[config.mk]
export PLATFORM = sky130hd
export DESIGN_NAME = alu_rr_arbiter
export DESIGN_NICKNAME = d
export VERILOG_FILES = /design/src/rtl/alu_rr_arbiter.sv
export SDC_FILE = /design/constraint.sdc
export NUM_CORES = 1
export LEC_CHECK = 0
export ABC_AREA = 0
export CORE_UTILIZATION = 50
export DETAILED_ROUTE_END_ITERATION = 10
export PLACE_DENSITY = 0.71
export SLEW_MARGIN = 40
export SYNTH_ARGS = -nofsm -noshare
export SYNTH_HDL_FRONTEND = slang
export SYNTH_SLANG_ARGS = --single-unit
[constraint.sdc]
create_clock -name clk -period 5.55 [get_ports clk]
set_input_delay 0.8325 -clock clk [delete_from_list [all_inputs] [get_ports clk]]
set_output_delay 0.8325 -clock clk [all_outputs]
set_load 0.03 [all_outputs]
[src/rtl/alu_rr_arbiter.sv]
// Round-robin arbiter sharing one ALU among N requesters: registered one-hot grant,
// rotating priority pointer, and a hold-timeout that reclaims the ALU from a stalled owner.
module alu_rr_arbiter #(
    parameter int N       = 16,
    parameter int MAXHOLD = 8
) (
    input  logic         clk,
    input  logic         rst,
    input  logic [N-1:0] req,
    input  logic         done,
    output logic [N-1:0] gnt,
    output logic         gnt_valid,
    output logic [3:0]   gnt_id,
    output logic         timeout
);

    typedef enum logic {IDLE, HOLD} state_t;

    localparam logic [7:0] MAXH = 8'(MAXHOLD);

    state_t       state, state_nx;
    logic [3:0]   ptr, ptr_nx;
    logic [7:0]   hold_cnt, cnt_nx;
    logic [N-1:0] gnt_nx;
    logic [3:0]   gnt_id_nx;
    logic         timeout_nx;
    logic         pick_vld;
    logic [3:0]   pick_id;
    logic         rel_done, rel_wd, rel_to;

    // Scan starts at p and descends with wrap; bit 4 of the result flags a winner.
    function automatic logic [4:0] rr_pick(input logic [N-1:0] r, input logic [3:0] p);
        logic [4:0] res;
        logic [3:0] idx;
        res = '0;
        for (int i = 0; i < N; i++) begin
            idx = p - 4'(i);
            if (!res[4] && r[idx]) res = {1'b1, idx};
        end
        return res;
    endfunction

    function automatic logic [7:0] sat_inc(input logic [7:0] v);
        return (v == MAXH) ? v : v + 8'd1;
    endfunction

    assign {pick_vld, pick_id} = rr_pick(req, ptr);

    assign rel_done = done;
    assign rel_wd   = !req[gnt_id];
    assign rel_to   = (hold_cnt == MAXH);

    always_comb begin
        state_nx   = state;
        ptr_nx     = ptr;
        cnt_nx     = hold_cnt;
        gnt_nx     = gnt;
        gnt_id_nx  = gnt_id;
        timeout_nx = 1'b0;
        case (state)
            IDLE: begin
                if (pick_vld) begin
                    gnt_nx          = '0;
                    gnt_nx[pick_id] = 1'b1;
                    gnt_id_nx       = pick_id;
                    ptr_nx          = pick_id - 4'd1;
                    cnt_nx          = 8'd1;
                    state_nx        = HOLD;
                end
            end
            HOLD: begin
                if (rel_done || rel_wd || rel_to) begin
                    // done and withdrawal outrank the timeout, so they suppress the pulse
                    timeout_nx = rel_to && !rel_done && !rel_wd;
                    if (pick_vld) begin
                        gnt_nx          = '0;
                        gnt_nx[pick_id] = 1'b1;
                        gnt_id_nx       = pick_id;
                        ptr_nx          = pick_id - 4'd1;
                        cnt_nx          = 8'd1;
                    end else begin
                        gnt_nx    = '0;
                        gnt_id_nx = 4'd0;
                        cnt_nx    = 8'd0;
                        state_nx  = IDLE;
                    end
                end else begin
                    cnt_nx = sat_inc(hold_cnt);
                end
            end
            default: state_nx = IDLE;
        endcase
    end

    always_ff @(posedge clk or posedge rst) begin
        if (rst) begin
            state    <= IDLE;
            ptr      <= 4'd15;
            hold_cnt <= 8'd0;
            gnt      <= '0;
            gnt_id   <= 4'd0;
            timeout  <= 1'b0;
        end else begin
            state    <= state_nx;
            ptr      <= ptr_nx;
            hold_cnt <= cnt_nx;
            gnt      <= gnt_nx;
            gnt_id   <= gnt_id_nx;
            timeout  <= timeout_nx;
        end
    end

    assign gnt_valid = |gnt;

endmodule
==> flow_summary.ini <==
[run_status]
status = finished, final reports clean

[cells_and_area]
drive_gt1_share_pct = 20.5
n_antenna_cell = 0
nNetsFinal = 494
syn_to_final_growth_pct = 14.7

[timing]
final.setup.worst_slack_ns = 0.858
final-max-slew-violation-count = 0
finalSetupTns_ns = 0
worst_pin_slew_ns = 0.716
fin_crit_sh_pct = 84.5
min_period_ns = 4.69
fin_skew_ns = 0.00532
maxSlewHeadroom_pct = 50.9
rsz0062_at_grt = false
hold_violations = 0
finalSetupViolations = 0
fmax_ghz = 0.213

[cts]
post_cts_resized = 0
numCtsBuffers = 5
cts.sinks = 34
cts_tree = yes
clockBufferDepth = 2
ctsRootBufferMaster = clkbuf_8
clk_latency_ns = 0.28
cts_hold_buf = 0
clk_pin_slew_ns = 0.07
cts.htree.levels = 2
cts_setup_buffers = 0

[route]
dr.pass1.iters = 5
routed_wl_um = 12100
drt_iter0_markers = 470
num_vias = 3927
ant_nets = 0
vias_per_cell = 6.94
drc_errors = 0
wl_per_cell_um = 21.3

[synthesis]
async_flop_share_pct = 100
synth_ff_type = dfrtp_1
synthSimpleGateAreaFrac_pct = 16.4
synth_cell_types = 69
synth_fp_nets = 457
synth_top_family_by_area = multiplexers
yosysTopAreaCellShare_pct = 20.1
syn_area_per_cell_um2 = 9.73
synth_area_um2 = 4150
synth_area_leaders = mux4_2 (20%), dfrtp_1 (18%), mux2i_1 (7.0%)
synth-seq-area-share_pct = 20.6
synthAdderAreaFrac_pct = 3.62
ys_ff_latch = 34
yosys_warnings = 0
muxShareOfSynthArea_pct = 32.4
synth_xor_area_share_pct = 2.72
synth_compound_area_share_pct = 20.0
synth_edf_count = 0
yosys.area.top_type = mux4_2
synthCells = 426

[grt]
grt_pass1_vias = 3715
grt-ovfl-total = 0
grt_first_pass_wirelength_um = 19500
grt_max_degree = 35
antenna_found_initial = 0
grtUsageTotal_pct = 29.1

[placement]
gp_congestion = 1.01
port_buffers = 40
dp_hpwl_um = 9040
pre_cts_slack_ns = 0.787

[job]
cap_violations = 0

[critical_path]
cp_slowest_cell = ha_1
cp-start-kind = register
startpoint = ptr[0]$_DFFE_PP1P_
critPathKind = register to register
r2r-start = ptr[0]$_DFFE_PP1P_
crit_arrival_ns = 4.86
reg2regPathDepth = 13
crit_path_end_kind = register
cp_max_fo = 11
critPathRequiredTime_ns = 5.72
max_stage_delay_ns = 0.55
path_cells = inv_2 -> ha_1 -> buf_4 -> mux4_2 -> mux2i_1 -> mux2i_1 -> nor2_1 -> nand2_1 -> nor3_2 -> nand2_1 -> o31a_1 -> ha_1 -> a32o_1

[hold_path]
holdCritStartpoint = gnt[7]$_DFFE_PP0P_
hold_class = register to register
whs_path_depth = 1

[die]
die_area_um2 = 8660
die_w_um = 93.1
io_pins = 41
fp.dieH_um = 93.1
core_um2 = 7890
row_count = 32
start_util_pct = 52.6
## layout make-up
class,count,area (µm²)
fill,673,3130
multi-input combinational,353,3120
sequential,34,856
timing repair buffer,51,483
tap,102,128
clock buffer,6,82.6
inverter,18,67.6
clock inverter,2,12.5
## registers in the layout (all words and copies together) (netlist names)
signal and count:
gnt_id 4, state 1, ptr 4, timeout 1
hold_cnt 8, gnt 16
## stage by stage
step	area, µm²	util [%]	hold slack [ns]	std cells
2_1_floorplan	4150	-	0.477	426
3_3_place_gp	4650	59.0	0.508	558
3_5_place_dp	4650	59.0	0.507	558
4_1_cts	4750	60.2	0.528	566
5_1_grt	4750	60.3	0.549	566
6_report	4750	60.3	0.526	566
## synth_stat cells, drive strengths merged (3+ instances only)
| cell | n |
|---|---|
| o211ai | 4 |
| xnor2 | 8 |
| nor4 | 11 |
| nand2 | 32 |
| a31oi | 7 |
| mux2i | 32 |
| nand3 | 14 |
| o21a | 3 |
| nor3 | 14 |
| a22o | 6 |
| mux2 | 16 |
| ha | 12 |
| mux4 | 37 |
| inv | 18 |
| o21ai | 24 |
| and2 | 5 |
| dfstp | 4 |
| a211oi | 4 |
| o22ai | 3 |
| nand4 | 3 |
| clkbuf | 7 |
| a32o | 12 |
| dfrtp | 30 |
| and3 | 3 |
| or2 | 3 |
| nor2 | 25 |
| o221ai | 4 |
| a21o | 3 |
| o31ai | 5 |
| nand2b | 6 |
| a2111oi | 3 |
| o22a | 3 |
| a21oi | 15 |
| buf | 14 |
| xor2 | 4 |
| nor2b | 5 |
## layer usage
metal,GRT usage (%),vias up,wire length [µm]
met1,42.1,1902,5290
li1,-,1775,-
met3,6.02,37,986
met4,11.3,0,395
met2,42.8,213,5390
met5,0,-,0
## worst max-delay path: cells and delay by family, from the launching register on
kind	cells	cell delay (ns)
multiplexers	3	1.12
AND/OR/NAND/NOR	4	1.05
adder cells (fa/ha/maj)	2	0.84
AO/OA/AOI/OAI	2	0.66
flip-flops	1	0.54
buffers and inverters	2	0.37
## path summary, 6_finish.rpt
path | to | slack (ns)
worst max-delay path | gnt[6]$_DFFE_PP0P_ | 0.86
worst min-delay path | gnt[7]$_DFFE_PP0P_ | 0.53
worst max register to register | gnt[6]$_DFFE_PP0P_ | 0.86
worst min register to register | gnt[7]$_DFFE_PP0P_ | 0.53
max in group asynchronous | ptr[2]$_DFFE_PP1P_ | 4.27
min in group asynchronous | hold_cnt[4]$_DFFE_PP0P_ | 0.94
## cell usage in the layout, fill, tap and decap left out, types with 15 or more instances in the layout
cell type / Yosys / routed
nor2_1: 25 / 25
a21oi_1: 15 / 15
nand2_1: 32 / 32
dfrtp_1: 30 / 30
mux2i_1: 29 / 27
mux2_2: 16 / 16
clkdlybuf4s50_1: 0 / 40
o21ai_0: 20 / 20
mux4_2: 37 / 37
## cell families after synthesis
family / Yosys count
XOR/XNOR: 12
AND/OR/NAND/NOR: 130
AO/OA/AOI/OAI: 114
multiplexers: 85
buffers and inverters: 39
adder cells (fa/ha/maj): 12
flip-flops: 34
Power is left out: the tool's default activity adds up to more than one toggle a clock period on the data nets, which glitch-free logic cannot reach.
